<file path="src/rtl/cpu_mem_pkg.sv">
// cpu_mem_pkg: memory-bus widths shared by the CPU core, the ROM and the ROM arbiter.
package cpu_mem_pkg;
    localparam int ADDR_W = 8;
    localparam int DATA_W = 8;
    typedef enum logic [1:0] {IDLE, READ, RESP} rom_arb_state_t;
endpackage

</file>
<file path="src/rtl/rom_rr_pick2.sv">
// rom_rr_pick2: two-way round-robin pick; a lone requester always wins, a tie goes to the port that did not win last.
module rom_rr_pick2 (
    input  logic req0,
    input  logic req1,
    input  logic last_winner,
    output logic grant_any,
    output logic winner
);
    assign grant_any = req0 | req1;
    assign winner    = (req0 & req1) ? ~last_winner : req1;
endmodule

</file>
<file path="src/rtl/rom_access_arbiter.sv">
// rom_access_arbiter: shares the single ROM read port between instruction fetch (port 0) and data load (port 1).
module rom_access_arbiter #(
    parameter int ADDR_W      = cpu_mem_pkg::ADDR_W,
    parameter int DATA_W      = cpu_mem_pkg::DATA_W,
    parameter int WAIT_CYCLES = 0
) (
    input  logic              clk,
    input  logic              rst_n,
    input  logic              req0,
    input  logic [ADDR_W-1:0] addr0,
    input  logic              req1,
    input  logic [ADDR_W-1:0] addr1,
    output logic              valid0,
    output logic              valid1,
    output logic [DATA_W-1:0] rdata,
    output logic              busy,
    output logic [ADDR_W-1:0] rom_addr,
    input  logic [DATA_W-1:0] rom_data
);
    import cpu_mem_pkg::*;

    rom_arb_state_t    state, state_n;
    logic [ADDR_W-1:0] addr_n;
    logic [DATA_W-1:0] rdata_n;
    logic [3:0]        wait_cnt, cnt_n;
    logic              cur, cur_n, last_winner, lw_n, grant_any, winner;

    rom_rr_pick2 u_pick (.req0(req0), .req1(req1), .last_winner(last_winner), .grant_any(grant_any), .winner(winner));

    always_ff @(posedge clk or negedge rst_n) begin
        if (!rst_n) begin
            state       <= IDLE;
            rom_addr    <= '0;
            rdata       <= '0;
            cur         <= 1'b0;
            wait_cnt    <= 4'd0;
            last_winner <= 1'b1;
        end else begin
            state       <= state_n;
            rom_addr    <= addr_n;
            rdata       <= rdata_n;
            cur         <= cur_n;
            wait_cnt    <= cnt_n;
            last_winner <= lw_n;
        end
    end

    // The address is latched only at grant, so requester address changes mid-access are ignored.
    always_comb begin
        state_n = state;
        addr_n  = rom_addr;
        rdata_n = rdata;
        cur_n   = cur;
        cnt_n   = wait_cnt;
        lw_n    = last_winner;
        case (state)
            IDLE: if (grant_any) begin
                state_n = READ;
                addr_n  = winner ? addr1 : addr0;
                cnt_n   = 4'(WAIT_CYCLES);
                cur_n   = winner;
            end
            READ: if (wait_cnt != 4'd0) cnt_n = wait_cnt - 4'd1;
                  else begin
                      rdata_n = rom_data;
                      state_n = RESP;
                  end
            RESP: begin
                lw_n    = cur;
                state_n = IDLE;
            end
            default: state_n = IDLE;
        endcase
    end

    assign valid0 = (state == RESP) && !cur;
    assign valid1 = (state == RESP) && cur;
    assign busy   = (state != IDLE);
endmodule

</file>
<file path="config.mk">
export PLATFORM = sky130hd
export DESIGN_NAME = rom_access_arbiter
export DESIGN_NICKNAME = d
export VERILOG_FILES = /design/src/rtl/cpu_mem_pkg.sv /design/src/rtl/rom_rr_pick2.sv /design/src/rtl/rom_access_arbiter.sv
export SDC_FILE = /design/constraint.sdc
export NUM_CORES = 1
export LEC_CHECK = 0
export CAP_MARGIN = 20
export CORE_UTILIZATION = 26
export CTS_CLUSTER_SIZE = 30
export DETAILED_ROUTE_END_ITERATION = 8
export PLACE_DENSITY_LB_ADDON = 0.3
export SKIP_LAST_GASP = 1
export SYNTH_ARGS = -nofsm -noshare
export SYNTH_HDL_FRONTEND = slang
export SYNTH_SLANG_ARGS = --single-unit
</file>
<file path="constraint.sdc">
create_clock -name clk -period 3.3 [get_ports clk]
set_clock_uncertainty 0.15 [all_clocks]
set_input_delay 0.825 -clock clk [delete_from_list [all_inputs] [get_ports clk]]
set_output_delay 0.825 -clock clk [all_outputs]
set_load 0.03 [all_outputs]
</file>
; ---- Word level (Yosys, flattened, before mapping)
; Index checks and enable logic that the tools add are counted.
; Widths: inputs -> output; s select.
[classes]
addsub = 1
n_eq_ne = 5
muxes = 8
n_bitwise = 4
n_reduce_logical = 11
[ops]
columns = cell, count
row1 = $mux 4, 2
row2 = $mux 8, 1
row3 = $pmux 4 s2, 1
row4 = $ne 2x2->1 const B, 3
row5 = $reduce_and 2->1, 3
row6 = $mux 2, 2
row7 = $pmux 2 s2, 1
row8 = $reduce_bool 2->1, 2
row9 = $reduce_bool 4->1, 1
row10 = $sub 4x1->4 const B, 1
row11 = $reduce_and 3->1, 1
row12 = $eq 2x1->1 const B, 1
row13 = $eq 2x2->1 const B, 1
row14 = $logic_and 1x1->1, 2
row15 = $logic_not 2->1, 1
row16 = $not 1->1, 2
row17 = $and 1x1->1, 1
row18 = $logic_not 1->1, 1
row19 = $mux 1, 1
row20 = $or 1x1->1, 1
[totals]
reg_bits = 24
inputBits = 28
output_inout_bits = 19

; ---- Logic depth before layout (Yosys ltp)
[logic_depth]
ltp_word = 3
mapped_depth = 5

; ---- Modules after synthesis
; From an unflattened synthesis, not the netlist that was laid out.
[unflattened]
hier_cells = 94
area_unflattened_um2 = 1122.3
[by_module_without_submodules]
columns = mod, instances, cells_each, area_each_um2
row1 = rom_access_arbiter, 1, 92, 1108.6
row2 = rom_rr_pick2, 1, 2, 13.8

; ---- Least setup slack after synthesis
; No wires, ideal clock.
[synth_timing]
path_kind = register to output
start = register state[0]
end = output valid1
t_arrival_ns = 1.002
setup_slack_ns = 1.323
path_stages_with_launch = 3
path_cell_list = dfrtp_1 nand2b_1 nor2_1
[synth_via]
elab_chain_len = 2
[synth_rtl]
columns = element, line
row1 = "start, declared", rom_access_arbiter.sv:22  ; rom_arb_state_t state, state_n;
row2 = "start signal, assigned", rom_access_arbiter.sv:39  ; state <= state_n;
row3 = $eq 2x2->1, rom_access_arbiter.sv:77  ; assign valid1 = (state == RESP) && cur;
row4 = $logic_and 1x1->1, rom_access_arbiter.sv:77
row5 = "end, declared", rom_access_arbiter.sv:14  ; output logic valid1,
; No other way between the ends.

; ---- Final worst setup path
[layout_timing]
start = register state[1]
end = output busy
[layout_via]
elab_chain_len = 1
[layout_rtl]
columns = element, line
row1 = $reduce_bool 2->1, rom_access_arbiter.sv:78  ; assign busy = (state != IDLE);
row2 = "end, declared", rom_access_arbiter.sv:16  ; output logic busy,
; No other way between the ends.

==> results.txt <==
DRT Wirelength: 2.521 mm
DRT Pass-1 Iters: 4
CP Launch Type: flop
Post-synthesis area per instance: 14.16 sq um
Yosys top cell area share: 48.99%
Die Footprint: 4791 sq um
Synth async-reset ratio: 100.0%
Overall routing resource usage: 11.36%
Worst-path clk slew: 0.08 ns
Arrival @ worst endpoint: 1.87 ns
Vias/cell: 4.484
Syn Nets: 113
Total number of vias: 825
Vias in the first global route: 845
Register area share after synthesis: 51.22%
Input/output buffers: 46
Slowest cell on the critical path: clkdlybuf4s50_1
EDFF count, synth: 0
Min-delay src: wait_cnt[0]
Area contributors post-synth: dfrtp_1 (49%), mux2_4 (20%), mux2_2 (7.7%), dfstp_2 (2.2%), ha_1 (2.1%)
Clock sink count: 24
Crit Path Category: flop to primary output
Average wire per standard cell: 13.70 um
Post_cts resized: 0
Ys Warns: 0
Nets@finish: 163
Status: finished, final reports clean
Share of cells above drive strength 1: 25.00%
Max-Cap Viols: 0
N_diodes: 0
Die height: 69.22 um
Synth Instances: 83
Filler cell count: 399
Fin crit share: 86.12%
Routed Antenna Nets: 0
Die X: 69.22 um
Rel. slew slack: 66.28%
Root Buffer: clkbuf_8
Worst-Skew Late Latency: 0.27 ns
Hold-fix buffers, CTS: 0
CP Max Fanout: 6
Critical Path Start: state[1]
Endpoints failing hold: 0
Synthesis-to-finish area growth: 47.82%
GPL Wtd Cong: 0.6592
CTS tree: built
FF+latch area: 601.8 sq um
IO Count: 47
Crit path cell chain: or2_0 -> clkdlybuf4s50_1
Core area: 4354 sq um
Top delay family on crit path: buffers and inverters
Placed insts: 180
RSZ-0062 raised after global routing: no
Final Max Tran Viols: 0
Largest net degree at the start of global routing: 25
Non-filler instance count after layout: 184
Mapped Area: 1175 sq um
CP Capture Type: primary output
Starting Density: 26.98%
Setup TNS: 0 ns
Seq cells post-synth: 24
F_max: 0.3519 GHz
Drt first-iter violations: 10
Ys flop type: dfrtp_1
First-pass GRT wire length: 4.229 mm
Yosys top cell by area: dfrtp_1
DRC viols: 0
Synth cell types: 26
Class of the worst hold path: flop to flop
Final min period: 2.842 ns
Pwr dens: 968.6 nW/um^2
Multi-input gate area: 541.8 sq um
DP Wirelength: 1.922 mm
Initial antenna violation count: 0
Postcts setup bufs: 0
Reg-to-reg startpoint: last_winner
H-tree depth: 1
Reg2reg setup slack: 1.47 ns
Clock buffer depth: 2
Leak: 0.7657 nW
Least-Margin Pin Slew: 0.5058 ns
Endpoints failing setup: 0
CP required: 2.32 ns
Buf/Inv on CP: 1
CTS Buf Count: 3
Total grt overflow: 0
Site Rows: 24
Max incr delay on CP: 0.77 ns
Max rail drop VDD: 0.3521 mV
registers in the layout, indices dropped and copies added, names as in the netlist:
register / flops
cur: 1
last_winner: 1
rdata: 8
rom_addr: 8
state: 2
wait_cnt: 4
synth_stat cells (2+ instances only):
cell and instances:
ha_1 2, nor2_1 3, nand2b_1 2, o21ai_0 3
mux2_2 8, inv_1 4, mux2_4 16, mux2i_1 2
nor2b_1 2, nand3_1 2, dfrtp_1 23, o22ai_1 2
routing by layer:
metal	vias to the layer above	wire length, um	track usage (%)
met5	-	0	0
met4	0	65	6.803
met3	5	59	1.308
met2	21	1320	18.88
met1	409	1076	14.14
li1	390	-	-
logic make-up after synthesis:
logic type,share of synthesized area (%)
mux,29.82
flops,51.22
simple gates,9.052
compound gates,5.112
buf+inv,2.662
fa+ha+maj,2.130
placed cells by master, fill, tap and decap left out, drive strengths merged, types with 2 or more instances in the layout:
cell type	netlist	final
nor2b	2	2
clkdlybuf4s50	0	46
mux2i	2	2
inv	4	4
nand3	2	2
ha	2	2
nor2	4	4
dfrtp	23	23
or2	2	2
o22ai	2	2
clkbuf	0	4
nand2	2	2
nand2b	2	2
mux2	24	24
o21ai	3	3
power by group:
| group | leakage (nW) | switching [mW] | internal, mW |
|---|---|---|---|
| logic | 0.459 | 0.475 | 0.483 |
| clock network | 0.0228 | 0.0930 | 0.0864 |
| registers | 0.284 | 0.0961 | 0.449 |
path summary, 6_finish.rpt:
check | cells past startpoint | to
worst max-delay path | 2 | busy
worst min-delay path | 1 | wait_cnt[0]
worst max register to register | 3 | rom_addr[6]
worst min register to register | 1 | wait_cnt[0]
max in group asynchronous | 2 | last_winner
min in group asynchronous | 2 | rom_addr[0]
worst register-to-register path, delay by kind of cell, from the launching register on:
kind / cells / cell delay, ns
flip-flops: 1 / 0.54
multiplexers: 2 / 0.61
AO/OA/AOI/OAI: 1 / 0.43
stage by stage:
stage | utilization, % | power [mW] | worst slack [ns] | cell area [sq um] | hold slack (ns)
after global placement | 38.85 | 1.486 | 0.6903 | 1692 | 0.3134
after global routing | 39.89 | 1.788 | 0.3915 | 1737 | 0.3685
after detailed placement | 38.85 | 1.514 | 0.6308 | 1692 | 0.3203
after floorplan | - | 1.175 | 1.323 | 1175 | 0.3010
after CTS | 39.89 | 1.699 | 0.4479 | 1737 | 0.3315
final | 39.89 | 1.682 | 0.4580 | 1737 | 0.3309
layout make-up:
| class | instances | share of cell area (%) |
|---|---|---|
| clock buffers | 4 | 2.594 |
| inverters | 4 | 0.8646 |
| multi-input cells | 53 | 31.20 |
| flip-flops and latches | 24 | 34.65 |
| well taps | 52 | 3.746 |
| repair buffers | 47 | 26.95 |
No activity file was read; power rests on OpenSTA's default activity.
